--- config.mk ---
export PLATFORM = sky130hd
export DESIGN_NAME = serial_sub4
export DESIGN_NICKNAME = d
export VERILOG_FILES = /design/src/rtl/serial_sub4.sv
export SDC_FILE = /design/constraint.sdc
export NUM_CORES = 1
export LEC_CHECK = 0
export BUFFER_PORTS_ARGS = -buffer_cell sky130_fd_sc_hd__buf_2
export CORE_MARGIN = 2
export CORE_UTILIZATION = 43
export DETAILED_ROUTE_END_ITERATION = 7
export GPL_TIMING_DRIVEN = 0
export PLACE_DENSITY = 0.76
export SYNTH_ARGS = -nofsm -noshare
export SYNTH_HDL_FRONTEND = slang
export SYNTH_SLANG_ARGS = --single-unit
--- constraint.sdc ---
create_clock -name clk -period 1.7 [get_ports clk]
set_clock_uncertainty 0.15 [all_clocks]
set_input_delay 0.255 -clock clk [delete_from_list [all_inputs] [get_ports clk]]
set_output_delay 0.255 -clock clk [all_outputs]
set_load 0.005 [all_outputs]
--- src/rtl/serial_sub4.sv ---
// Bit-serial 4-bit subtractor: one full-subtractor cell and a borrow register,
// LSB first, with result registers that only change when an operation completes.
module serial_sub4 (
  input  logic       clk,
  input  logic       rst,
  input  logic       start,
  input  logic [3:0] a,
  input  logic [3:0] b,
  input  logic       bin,
  output logic [3:0] diff,
  output logic       bout,
  output logic       ovf,
  output logic       busy,
  output logic       done
);

  typedef enum logic [1:0] {
    S_IDLE  = 2'd0,
    S_SHIFT = 2'd1,
    S_DONE  = 2'd2
  } state_t;

  state_t     r_state;
  state_t     w_next;

  logic [3:0] r_a;
  logic [3:0] r_b;
  logic [2:0] r_res;
  logic       r_br;
  logic [1:0] r_cnt;

  logic [3:0] r_diff;
  logic       r_bout;
  logic       r_ovf;

  logic       w_accept;
  logic       w_shift;
  logic       w_last;
  logic       w_d;
  logic       w_br_nxt;

  // Full-subtractor cell: returns {borrow_out, difference_bit}.
  function automatic logic [1:0] f_full_sub(input logic ai, input logic bi, input logic bri);
    logic d;
    logic bro;
    d   = ai ^ bi ^ bri;
    bro = (~ai & bi) | (~(ai ^ bi) & bri);
    return {bro, d};
  endfunction

  assign {w_br_nxt, w_d} = f_full_sub(r_a[0], r_b[0], r_br);

  assign w_accept = (r_state == S_IDLE) && start;
  assign w_shift  = (r_state == S_SHIFT);
  assign w_last   = w_shift && (r_cnt == 2'd3);

  always_ff @(posedge clk) begin
    if (rst) begin
      r_state <= S_IDLE;
    end else begin
      r_state <= w_next;
    end
  end

  always_comb begin
    w_next = r_state;
    busy   = 1'b0;
    done   = 1'b0;
    case (r_state)
      S_IDLE: begin
        if (start) begin
          w_next = S_SHIFT;
        end
      end
      S_SHIFT: begin
        busy = 1'b1;
        if (r_cnt == 2'd3) begin
          w_next = S_DONE;
        end
      end
      S_DONE: begin
        busy   = 1'b1;
        done   = 1'b1;
        w_next = S_IDLE;
      end
      default: begin
        w_next = S_IDLE;
      end
    endcase
  end

  // Operands shift right so the cell always sees bit 0; results enter at the top.
  always_ff @(posedge clk) begin
    if (rst) begin
      r_a    <= 4'd0;
      r_b    <= 4'd0;
      r_res  <= 3'd0;
      r_br   <= 1'b0;
      r_cnt  <= 2'd0;
      r_diff <= 4'd0;
      r_bout <= 1'b0;
      r_ovf  <= 1'b0;
    end else begin
      if (w_accept) begin
        r_a   <= a;
        r_b   <= b;
        r_br  <= bin;
        r_res <= 3'd0;
        r_cnt <= 2'd0;
      end else if (w_shift) begin
        r_a   <= {1'b0, r_a[3:1]};
        r_b   <= {1'b0, r_b[3:1]};
        r_br  <= w_br_nxt;
        r_res <= {w_d, r_res[2:1]};
        r_cnt <= r_cnt + 2'd1;
      end
      // On the MSB cycle r_br is the borrow into bit 3, w_br_nxt the borrow out.
      if (w_last) begin
        r_diff <= {w_d, r_res};
        r_bout <= w_br_nxt;
        r_ovf  <= r_br ^ w_br_nxt;
      end
    end
  end

  assign diff = r_diff;
  assign bout = r_bout;
  assign ovf  = r_ovf;

endmodule

==> flow_summary.ini, run 1 <==
[drt]
num_vias = 751
ant_nets = 0
dr.pass1.iters = 3
avgViaCountPerCell = 4.81
drc = 0
wl_per_cell_um = 10.7
drtIter0Drc = 12
wl_um = 1680

[sta]
slew_headroom = 0.667
setup_viol = 0
final_max_slew_viol_count = 0
finalCriticalPeriod_ns = 1.58
rsz0062_at_grt = no
fmax_ghz = 0.633
worst_pin_slew_ns = 0.500
setup_tns_ns = 0
timing_hold_violations_final = 0
period_share = 0.930

[logic_synthesis]
yosys_most_used_dff = dfxtp_1
yosysUniqueCellTypes = 23
yosysWarnings = 0
synth_nets = 125
post_synth_instance_area_um2 = 1040
synthTopCellsByArea = dfxtp_1, mux2i_1, a211oi_2
syn_avg_cell_area_um2 = 9.73
ys_async_sr_fraction = 0
postSynthCellCount = 107
synth-seq-cells = 22
ys_seq_area_frac = 0.423
synth_top_area_frac = 0.423
synth_edf_count = 0
yosysTopAreaCell = dfxtp_1

[clock_network]
clock_sinks = 22
post-cts-setup-buffers = 0
clkTransAtPathRegs_ns = 0.11
cts_buffer_depth = 2
cts_tree = built
ctsHtreeMaxLevel = 1
cts_resized = 0
cts_root_buf = clkbuf_4
numCtsBuffers = 3
ctsHoldBuffers = 0
clk_latency_ns = 0.30

[worst_setup_path]
critPathRequiredTime_ns = 1.29
worstSetupStartpointType = flip-flop
crit_type = flip-flop to output pin
critPathArrivalTime_ns = 1.18
endpoint_kind = output pin
cp_max_fo = 3
ff2ff_setup_slack_ns = 0.19

[global_routing]
grt_use_total = 0.142
grt_antenna_before_repair = 0
grt_pass1_vias = 692
grt_overflow = 0
grt_max_degree = 12
grt_pass1_wl_um = 2890

[power]
leakage_uw = 0.000481
ir_worst_vdd_uv = 796
p_per_area_nw_per_um2 = 1100
p_total_uw = 1310

[floorplan]
initial_core_util = 0.462
die_y_um = 53.2
core_area_um2 = 2250
die_w_um = 53.2
design.portCount = 20
num_rows = 17
die-area_um2 = 2830

[worst_hold_path]
hp-class = input pin to flip-flop

[finish]
final_net_count = 148
layout_commonest_cell = dfxtp_1
num_antenna_cells = 0
mostFrequentLayoutCells = dfxtp_1, buf_2, nand2_1, nor2_1, mux2i_1
nFillCells = 220
drive_gt1_frac = 0.281
area_growth_pct = 14.2

[run]
drv_cap = 0

[placement]
io_buffers = 18
dp_hpwl_um = 1280
gp_congestion = 0.741

[run_status]
status = finished clean
cell families after synthesis:
| logic type | count (synthesis) | share of synthesized area |
|---|---|---|
| xor+xnor | 2 | 0.0168 |
| buf+inv | 11 | 0.0685 |
| fa+ha+maj | 6 | 0.0793 |
| compound gates | 18 | 0.139 |
| flops | 22 | 0.423 |
| mux | 11 | 0.106 |
| simple gates | 37 | 0.167 |
stage by stage:
stage               worst slack [ns]  instance area (um^2)  utilization  std cells  hold WS (ns)
finish                         0.119                  1190        0.527        156        0.0557
CTS                            0.104                  1190        0.527        156        0.0446
floorplan                      0.314                  1040            -        107         0.267
global placement               0.238                  1170        0.517        153         0.289
detailed placement             0.213                  1170        0.517        153         0.295
global route                  0.0363                  1190        0.527        156        0.0400
state kept, by name (all words and copies together) (netlist names):
| signal | flops |
|---|---|
| ovf | 1 |
| r_res | 3 |
| bout | 1 |
| r_cnt | 2 |
| r_b | 4 |
| diff | 4 |
| r_a | 4 |
| r_br | 1 |
| r_state | 2 |
critical path, cell delays in order (launching register included):
cell and delay [ns]:
dfxtp_1 0.37, inv_1 0.09, ha_1 0.29, buf_2 0.13
report_power, final:
group	switching (uW)	internal (uW)	total (uW)	leakage [uW]
combinational	241	225	466	0.000287
clock	142	82.6	225	0.0000138
sequential	39.3	577	616	0.000180
total	422	885	1310	0.000481
cells in the mapped netlist, drive strengths merged (2+ instances only):
master and number:
mux2i 11, nand2 13, buf 5, nand2b 3, a211oi 7, xnor2 2
nand3 3, ha 5, nand3b 2, dfxtp 22, nor2 13, inv 5
a21oi 9
layout make-up:
class                   count  area, um^2  area share
multi-input cells          74         529       0.445
flip-flops and latches     22         440       0.371
repair buffers             18        90.1      0.0758
plain buffers               6        52.6      0.0442
well taps                  28        35.0      0.0295
clock buffers               3        22.5      0.0189
inverters                   5        18.8      0.0158
path summary, 6_finish.rpt:
path,start,to,cells past startpoint
worst min register to register,diff[2],diff[2],2
worst max-delay path,r_state[0],busy,3
worst min-delay path,rst,r_b[2],2
worst max register to register,r_state[0],r_br,6
layer usage:
metal | global-route usage | part of all wire | wire length [um] | up-vias
met3 | 0.0593 | 0.058 | 97 | 2
met5 | 0 | 0 | 0 | -
met2 | 0.230 | 0.45 | 751 | 17
li1 | - | - | - | 399
met1 | 0.170 | 0.49 | 814 | 333
met4 | 0.0385 | 0.0072 | 12 | 0
Power figures use the tool's default switching activity.
==> inputs of run 2 (changes only) <==
--- a/config.mk
+++ b/config.mk
@@ -6,6 +6,7 @@
 export NUM_CORES = 1
 export LEC_CHECK = 0
 export BUFFER_PORTS_ARGS = -buffer_cell sky130_fd_sc_hd__buf_2
+export CORE_ASPECT_RATIO = 1.25
 export CORE_MARGIN = 2
 export CORE_UTILIZATION = 43
 export DETAILED_ROUTE_END_ITERATION = 7
==> run 2 against run 1 <==
  * Combinational power barely moved
  * Largest power group unchanged
  * Largest cell class unchanged
  * Clock power is 80% higher
  * Wire length increased by 7.2%
  * Worst hold slack lost 0.037 ns
  * Register-to-register slack improved by 0.03 ns
  * Non-clock buffer count unchanged
  * Cell area increased by 2.8%
  * Power up 14%
  * Die area barely moved
==> flow_summary.ini, run 2 (synthesis gave the netlist of run 1 again) <==
[run_status]
status = finished clean

[drt]
drc = 0
ant_nets = 0
wl_per_cell_um = 11.2
num_vias = 763
drtIter0Drc = 8
wl_um = 1800
avgViaCountPerCell = 4.77
dr.pass1.iters = 2

[power]
switching_share = 0.300
p_per_area_nw_per_um2 = 1220
power.share.sequential = 0.416
ir_worst_vdd_uv = 558
combPwrFrac = 0.312
power.internal_uw = 1040
leakage_uw = 0.000495
p_clk_frac = 0.272
p_sw_uw = 446

[floorplan]
num_rows = 19
die_w_um = 48.0
die-area_um2 = 2830
core_area_um2 = 2260
die_y_um = 59.0
initial_core_util = 0.461
design.portCount = 20

[global_routing]
grt_use_total = 0.142
grt_overflow = 0
grt_max_degree = 14
grt_pass1_vias = 683
grt_pass1_wl_um = 2860
grt_antenna_before_repair = 0

[sta]
slew_headroom = 0.682
final_max_slew_viol_count = 0
setup_viol = 0
worst_pin_slew_ns = 0.476
timing_hold_violations_final = 0
period_share = 0.922
finalCriticalPeriod_ns = 1.57
setup_tns_ns = 0
rsz0062_at_grt = no
fmax_ghz = 0.638
holdWs_ns = 0.0187

[finish]
seqCellArea_um2 = 440
multi_input_area_um2 = 529
nFillCells = 218
drive_gt1_frac = 0.287
num_antenna_cells = 0
final_area_um2 = 1220
area_growth_pct = 17.4
final_net_count = 148
mostFrequentLayoutCells = dfxtp_1, buf_2, nand2_1, nor2_1, mux2i_1
layout_commonest_cell = dfxtp_1
fin_util = 0.541

[worst_setup_path]
cp_max_fo = 3
cp-startpoint = r_state[0]
critPathArrivalTime_ns = 1.16
crit_type = flip-flop to output pin
critPathRequiredTime_ns = 1.29
endpoint_kind = output pin
worstSetupStartpointType = flip-flop
regToRegStartpoint = r_state[1]

[clock_network]
cts_buffer_depth = 2
ctsHoldBuffers = 0
clk_latency_ns = 0.32
cts_root_buf = clkbuf_4
clkTransAtPathRegs_ns = 0.13
ctsHtreeMaxLevel = 1
cts_tree = built
cts_resized = 0
clock_sinks = 22
post-cts-setup-buffers = 0
numCtsBuffers = 3

[worst_hold_path]
worstHoldStart = rst
hp-class = input pin to flip-flop

[placement]
io_buffers = 18
gp_congestion = 0.688
dp_hpwl_um = 1350
placed_cell_area_um2 = 1170

[run]
drv_cap = 0
==> run 2: changes by cell type in the layout (fill, tap and decap cells not counted) <==
cell | before | now
bufinv_16 | 0 | 1
==> run 2: per-stage QoR <==
| stage | power (uW) | setup slack (ns) | std cells |
|---|---|---|---|
| after floorplan | 1010 | 0.314 | 107 |
| after global placement | 1080 | 0.241 | 156 |
| after detailed placement | 1100 | 0.212 | 156 |
| after CTS | 1500 | 0.111 | 160 |
| after global routing | 1570 | 0.0737 | 160 |
| final | 1490 | 0.132 | 160 |
==> run 2: area by class of cell <==
type | count | area share
inverters | 5 | 0.0154
clock inverters | 1 | 0.0246
flip-flops and latches | 22 | 0.360
repair buffers | 18 | 0.0737
multi-input cells | 74 | 0.433
well taps | 31 | 0.0317
plain buffers | 6 | 0.0430
clock buffers | 3 | 0.0184
==> run 2: final timing paths <==
path / cells after the start / slack (ns) / to
max: 3 / 0.13 / busy
min: 2 / 0.02 / r_b[2]
max reg2reg: 6 / 0.22 / r_res[1]
min reg2reg: 2 / 0.31 / diff[2]
==> run 2: per-layer routing <==
layer / global-route usage / routed length [um] / up-vias
met5: 0 / 0 / -
met4: 0.0811 / 45 / 0
met3: 0.0274 / 76 / 5
met2: 0.225 / 871 / 18
met1: 0.172 / 803 / 335
li1: - / - / 405
==> run 2: power by group through the flow <==
stage	registers, uW	logic [uW]	clock network (uW)
finish	618	463	404
CTS	618	470	416
global route	626	513	431
floorplan	619	390	0
global placement	626	456	0
detailed placement	630	467	0
==> run 2: critical path, cell delays in order, from the launching register on <==
cell     delay (ns)
dfxtp_1        0.37
inv_1          0.08
ha_1           0.28
buf_2          0.12
